$ cat src/rtl/rv_alu_issue.sv
// rtl/rv_alu_issue.sv - ALU op decode and valid/ready issue stage with skid buffer
module rv_alu_issue (
    input  logic        clk_i,
    input  logic        rst_i,
    input  logic        flush_i,
    input  logic        valid_i,
    output logic        ready_o,
    input  logic [1:0]  aluop_i,
    input  logic [2:0]  funct3_i,
    input  logic        funct7_5_i,
    input  logic [63:0] op1_i,
    input  logic [63:0] op2_i,
    output logic        valid_o,
    input  logic        ready_i,
    output logic [63:0] op1_o,
    output logic [63:0] op2_o,
    output logic [3:0]  op_sel_o,
    output logic        illegal_o
);

    localparam logic [3:0] OP_AND = 4'b0000;
    localparam logic [3:0] OP_OR  = 4'b0001;
    localparam logic [3:0] OP_ADD = 4'b0010;
    localparam logic [3:0] OP_SUB = 4'b0110;
    localparam logic [3:0] OP_SLT = 4'b0111;
    localparam logic [3:0] OP_ILL = 4'b1111;

    logic        dec_ill;
    logic [3:0]  dec_sel;

    logic        out_valid_q, out_valid_d;
    logic [63:0] out_op1_q, out_op1_d;
    logic [63:0] out_op2_q, out_op2_d;
    logic [3:0]  out_sel_q, out_sel_d;
    logic        out_ill_q, out_ill_d;

    logic        skid_valid_q, skid_valid_d;
    logic [63:0] skid_op1_q, skid_op1_d;
    logic [63:0] skid_op2_q, skid_op2_d;
    logic [3:0]  skid_sel_q, skid_sel_d;
    logic        skid_ill_q, skid_ill_d;

    logic        accept;
    logic        out_free;

    // Translate the control-unit ALU class plus funct fields into the ALU opcode.
    always_comb begin
        dec_sel = OP_ILL;
        dec_ill = 1'b0;
        unique case (aluop_i)
            2'b00: dec_sel = OP_ADD;
            2'b01: dec_sel = OP_SUB;
            default: begin
                unique case (funct3_i)
                    3'b000: begin
                        // I-type has no SUB; bit 30 is part of the immediate there.
                        if (aluop_i == 2'b10 && funct7_5_i) dec_sel = OP_SUB;
                        else                                dec_sel = OP_ADD;
                    end
                    3'b111: dec_sel = OP_AND;
                    3'b110: dec_sel = OP_OR;
                    3'b010: dec_sel = OP_SLT;
                    default: begin
                        dec_sel = OP_ILL;
                        dec_ill = 1'b1;
                    end
                endcase
            end
        endcase
    end

    // Next-state for the OUT register and the skid entry; flush overrides everything.
    always_comb begin
        accept       = valid_i && !skid_valid_q;
        out_free     = !out_valid_q || ready_i;

        out_valid_d  = out_valid_q;
        out_op1_d    = out_op1_q;
        out_op2_d    = out_op2_q;
        out_sel_d    = out_sel_q;
        out_ill_d    = out_ill_q;
        skid_valid_d = skid_valid_q;
        skid_op1_d   = skid_op1_q;
        skid_op2_d   = skid_op2_q;
        skid_sel_d   = skid_sel_q;
        skid_ill_d   = skid_ill_q;

        if (flush_i) begin
            out_valid_d  = 1'b0;
            skid_valid_d = 1'b0;
        end else if (out_free && skid_valid_q) begin
            out_valid_d = 1'b1;
            out_op1_d   = skid_op1_q;
            out_op2_d   = skid_op2_q;
            out_sel_d   = skid_sel_q;
            out_ill_d   = skid_ill_q;
            if (accept) begin
                skid_valid_d = 1'b1;
                skid_op1_d   = op1_i;
                skid_op2_d   = op2_i;
                skid_sel_d   = dec_sel;
                skid_ill_d   = dec_ill;
            end else begin
                skid_valid_d = 1'b0;
            end
        end else if (out_free) begin
            if (accept) begin
                out_valid_d = 1'b1;
                out_op1_d   = op1_i;
                out_op2_d   = op2_i;
                out_sel_d   = dec_sel;
                out_ill_d   = dec_ill;
            end else if (ready_i) begin
                out_valid_d = 1'b0;
            end
        end else if (accept) begin
            skid_valid_d = 1'b1;
            skid_op1_d   = op1_i;
            skid_op2_d   = op2_i;
            skid_sel_d   = dec_sel;
            skid_ill_d   = dec_ill;
        end
    end

    // State registers; reset also zeroes data so nothing downstream sees X.
    always_ff @(posedge clk_i or posedge rst_i) begin
        if (rst_i) begin
            out_valid_q  <= 1'b0;
            out_op1_q    <= '0;
            out_op2_q    <= '0;
            out_sel_q    <= '0;
            out_ill_q    <= 1'b0;
            skid_valid_q <= 1'b0;
            skid_op1_q   <= '0;
            skid_op2_q   <= '0;
            skid_sel_q   <= '0;
            skid_ill_q   <= 1'b0;
        end else begin
            out_valid_q  <= out_valid_d;
            out_op1_q    <= out_op1_d;
            out_op2_q    <= out_op2_d;
            out_sel_q    <= out_sel_d;
            out_ill_q    <= out_ill_d;
            skid_valid_q <= skid_valid_d;
            skid_op1_q   <= skid_op1_d;
            skid_op2_q   <= skid_op2_d;
            skid_sel_q   <= skid_sel_d;
            skid_ill_q   <= skid_ill_d;
        end
    end

    assign ready_o   = !skid_valid_q;
    assign valid_o   = out_valid_q;
    assign op1_o     = out_op1_q;
    assign op2_o     = out_op2_q;
    assign op_sel_o  = out_sel_q;
    assign illegal_o = out_ill_q;

endmodule

$ cat config.mk
export PLATFORM = sky130hd
export DESIGN_NAME = rv_alu_issue
export DESIGN_NICKNAME = d
export VERILOG_FILES = /design/src/rtl/rv_alu_issue.sv
export SDC_FILE = /design/constraint.sdc
export NUM_CORES = 1
export LEC_CHECK = 0
export CORE_AREA = 2 2 168 170
export DETAILED_ROUTE_END_ITERATION = 10
export DIE_AREA = 0 0 170 172
export PLACE_DENSITY = 0.83
export SETUP_SLACK_MARGIN = 0.4
export SLEW_MARGIN = 40
export SYNTH_ARGS = -nofsm -noshare
export SYNTH_HDL_FRONTEND = slang
export SYNTH_SLANG_ARGS = --single-unit
$ cat constraint.sdc
create_clock -name clk_i -period 11.31 [get_ports clk_i]
set_clock_uncertainty 0.1 [all_clocks]
set_input_delay 2.262 -clock clk_i [delete_from_list [all_inputs] [get_ports clk_i]]
set_output_delay 2.262 -clock clk_i [all_outputs]
set_load 0.1 [all_outputs]
# After elaboration in Yosys (flattened, before gate mapping)
# Index checks and enable logic that the tools add are counted.
# Widths: inputs -> output; s select.
# classes
addsub	0
multipliers	0
div_mod_pow	0
order_cmp	0
n_eq_ne	7
n_shift	0
mux	39
n_bitwise	1
n_reduce_logical	19
# ops
cell	n
$mux 64	12
$mux 4	6
$mux 1	18
$pmux 4 s4	1
$pmux 4 s2	1
$eq 3x3->1 const B	2
$reduce_and 2->1	3
$reduce_bool 3->1	2
$reduce_bool 2->1	2
$reduce_bool 4->1	1
$reduce_or 4->1	1
$eq 3x2->1 const B	1
$logic_and 1x1->1	3
$logic_not 3->1	1
$mux 3	1
$ne 3x2->1 const B	1
$reduce_and 3->1	1
$eq 2x1->1 const B	1
$eq 2x2->1 const B	1
$logic_not 1->1	2
$logic_not 2->1	1
$ne 2x1->1 const B	1
$reduce_or 2->1	1
$logic_or 1x1->1	1
$not 1->1	1
# totals
regBits	268
latch_bits	0
ram_bits	0
mem_bits_ro	0
input_bits	139
output_inout_bits	135
word_cells	76
mem_count	0

# Longest topological paths before layout
# depth
depth_word	8
ltp_mapped	7
ltp_nobuf	3

# Least setup slack after synthesis
# Ideal clock, no wire load.
# synth_timing
path_type	reg2out
startpoint	register out_sel_q[3] (netlist: op_sel_o[3])
endpoint	output port op_sel_o[3]
t_arrival_ps	1340
required_ps	8948
setup_slack_ps	7608
stages_incl_launch_ff	2
n_path_buf	1
cell_sequence	dfrtp_1 -> buf_4
# synth_rtl
element	line_no	text
start: declaration	34	logic [3:0] out_sel_q, out_sel_d;
start signal: assignment	142	out_sel_q <= out_sel_d;
end: declaration	17	output logic [3:0] op_sel_o,
# No word-level cell between the ends.

# Worst setup path in the final report
# layout_timing
startpoint	input port ready_i
endpoint	register skid_op1_q[17]
# layout_via
elab_chain_len	4
elab_cells_between_ends	5
cone_classes	1 x eq/ne; 1 x mux; 3 x reduce/logical
# layout_lines
element	line_no	text
start: declaration	14	input logic ready_i,
$logic_or 1x1->1 *	75	out_free = !out_valid_q || ready_i;
$logic_and 1x1->1	91	end else if (out_free && skid_valid_q) begin
$ne 2x1->1 (no source line)	-	
$reduce_and 2->1 (no source line)	-	
end signal: assignment	145	skid_op1_q <= skid_op1_d;
end: declaration	38	logic [63:0] skid_op1_q, skid_op1_d;
# Every way passes the cells marked *; elsewhere a longest branch is shown, timed or not.
# A chain may end at the register's enable or synchronous reset.

==> results.md <==
- Total Power: between 3 and 4 mW
- CP startpoint: ready_i
- Synth Flop Type: dfrtp_1
- Reg2reg setup slack: roughly 8000 ps
- FF-to-FF End: skid_op1_q[17]
- Slew @ Worst Pin: 825.5 ps
- Syn nets: 1,189
- Total leakage power: 6.984 nW
- Slew Limit Fails: 0
- Clk_lat worst skew: ~530 ps
- DRT Wirelength: 31,820 um
- Post-Synth Simple-Gate Area: 0.1149
- Vias/cell: ~5.7
- Most common cell after layout, fill and taps aside: dfrtp_1
- WHS Endpoint: op1_o[9]
- Wire length of the first global-routing pass: 49,930 um
- FF+latch count, synth: between 200 and 300
- Largest family of logic cells by synthesized area: compound AO/OA/AOI/OAI gates
- Main area contributors after synthesis: dfrtp_1 (54%), mux2_4 (9.8%), o2111ai_1 (9.2%)
- Compound-Gate Fraction of Synth Area: 0.1530
- Die width: around 170 um
- P&R area growth vs syn: 24.74%
- Worst hold path class: reg -> reg
- Layout cells sized above 1: 0.2557
- GRT overflow: 0
- Largest net degree at the start of global routing: 115
- Die footprint: between 20,000 and 30,000 um^2
- Reg2reg start: valid_o
- # IOs: ~270
- Clk pin slew, worst setup/hold paths: approximately 60 ps
- Multiplexer share of the synthesized area: 0.1461
- Data required time at the worst endpoint: 11,630 ps
- Final hold slack: 391.4 ps
- Library cells used by synthesis: 33
- Hold_buf cts: 0
- Mapped Area: 12,230 um^2
- RSZ-0062 raised after global routing: false
- Syn avg cell area: approximately 12 um^2
- CP Launch Type: input port
- # nets final: approximately 1,400
- Final GP Congestion: 0.7920
- Status: complete, no violations
- Core area: ~27,000 um^2
- Max rail drop VDD: 0.1436 mV
- Rows: a little over 60
- CTS Buffer Depth: 3
- Antenna violations before repair: 1
- TritonCTS buffer count: 29
- Port bufs: between 200 and 300
- Number of global-route vias before repair: between 9,000 and 10,000
- Multi-input gate area: around 5000 um^2
- Final HPWL DP: slightly below 20,000 um
- Yosys warning count: 0
- DR DRC count: 0
- Setup CP Type: in -> reg
- Die Y-Extent: 172 um
- Setup violators final: 0
- Top-area cell type share of the netlist area: 0.5443
- Fin Setup TNS: 0 ps
- Synth area leader: dfrtp_1
- WL/cell: between 15 and 20 um
- CTS Root Cell: clkbuf_16
- CP arrival: between 5000 and 6000 ps
- Number of fill cells in the layout: roughly 2,300
- FMAX: slightly above 0.2 GHz
- Starting Density: 0.4451
- XOR/XNOR share of the synthesized area: 0
- Most frequent cells in the layout: dfrtp_1 (265), clkdlybuf4s50_1 (138), buf_2 (135), o21ai_0 (131), nand2_1 (129)
- Crit path max fanout: 58
- Crit path capture type: flip-flop
- Post-synthesis sequential area ratio: 0.5443
- CTS HTree Levels: 1
- Hold path cells: 2
- Max-Cap Viols: 0
- CTS tree: yes
- DRT antenna net count: 0
- Vias: approximately 9,300
- Period utilisation layout: 0.4303
- Power density over the cells: approximately 210 nW/um^2
- Reg area: 6660 um^2
- Minimum clock period: between 4000 and 5000 ps
- Adder-Cell Fraction of Synth Area: 0
- CTS sink count: 266
- Worst slew margin: 0.4486
- FF-to-FF path depth: 5
- Post-CTS Setup Inserts: 0
- DR iter-0 viols: approximately 670
- TritonRoute pass-1 iters: 4
- Final hold vios: 0
- Post-cts resize count: 0
- FFs w/ async S/R, synth: 1.000
- Min-Delay Startpoint: op1_o[9]
- Tot GR Track Use: 0.2128
- Syn Inst Count: approximately 1,100
- Post-synth EDFFs: 0
## sequential cells by signal, summed over array words and instances, names as in the netlist
register and count:
skid_sel_q 4, op_sel_o 4, valid_o 1, skid_valid_q 1
op1_o 64, op2_o 64, skid_op1_q 64, skid_op2_q 64
## power breakdown
part	switching [mW]	internal [mW]	total (mW)
sequential	0.103	1.15	1.25
combinational	0.780	0.299	1.08
clock	0.358	0.498	0.857
## cells in the mapped netlist, types with 2 or more instances
cell type,n
o21ai_0,131
buf_2,24
mux2_4,80
buf_4,4
o31ai_1,2
dfrtp_1,266
nand2b_1,129
nand3_1,3
nor3_1,2
o2111ai_1,128
nor2_1,5
nor2b_1,2
nand2_1,129
inv_1,2
buf_6,9
clkbuf_1,65
mux2_2,52
o221a_2,2
## layer usage
| metal | track usage | part of all wire | up-vias |
|---|---|---|---|
| met2 | 0.3595 | 0.47 | 362 |
| li1 | - | - | 4215 |
| met4 | 0.07729 | 0.034 | 0 |
| met1 | 0.2691 | 0.41 | 4640 |
| met5 | 0 | 0 | - |
| met3 | 0.04921 | 0.080 | 71 |
## metrics by stage
step	setup WS, ps	util	cell area [um^2]	std cells
6_report	6444	0.5552	15250	1626
5_1_grt	6332	0.5552	15250	1626
4_1_cts	6435	0.5536	15210	1624
3_5_place_dp	5874	0.5227	14360	1577
3_3_place_gp	5922	0.5467	15020	1577
2_1_floorplan	1623	-	12230	1050
## layout make-up
cell class	instances	area share
timing repair buffer	285	0.1435
clock inverter	4	0.001476
clock buffer	43	0.05430
antenna	1	0.0001640
tap	346	0.02838
sequential	266	0.4366
inverter	3	0.001558
multi-input combinational	678	0.3340
## worst max-delay path: stages
cell             delay, ps
clkdlybuf4s50_1        460
nor2b_4                130
buf_4                  500
nand4_4                720
buf_4                  660
mux2_4                 400
## worst max path at each step
stage | end | slack [ps] | depth (start not counted)
finish | skid_op1_q[17] | 6440 | 6
global route | skid_op1_q[21] | 6330 | 6
CTS | skid_op2_q[42] | 6430 | 6
detailed placement | skid_op1_q[16] | 5870 | 6
global placement | skid_op1_q[12] | 5920 | 6
floorplan | op1_o[0] | 1620 | 1
## cell families after synthesis
group | Yosys count
buffers and inverters | 106
DFF | 266
and+or+nand+nor | 276
muxes | 132
AOI/OAI and AO/OA | 270
(Power assumes the default switching activity.)
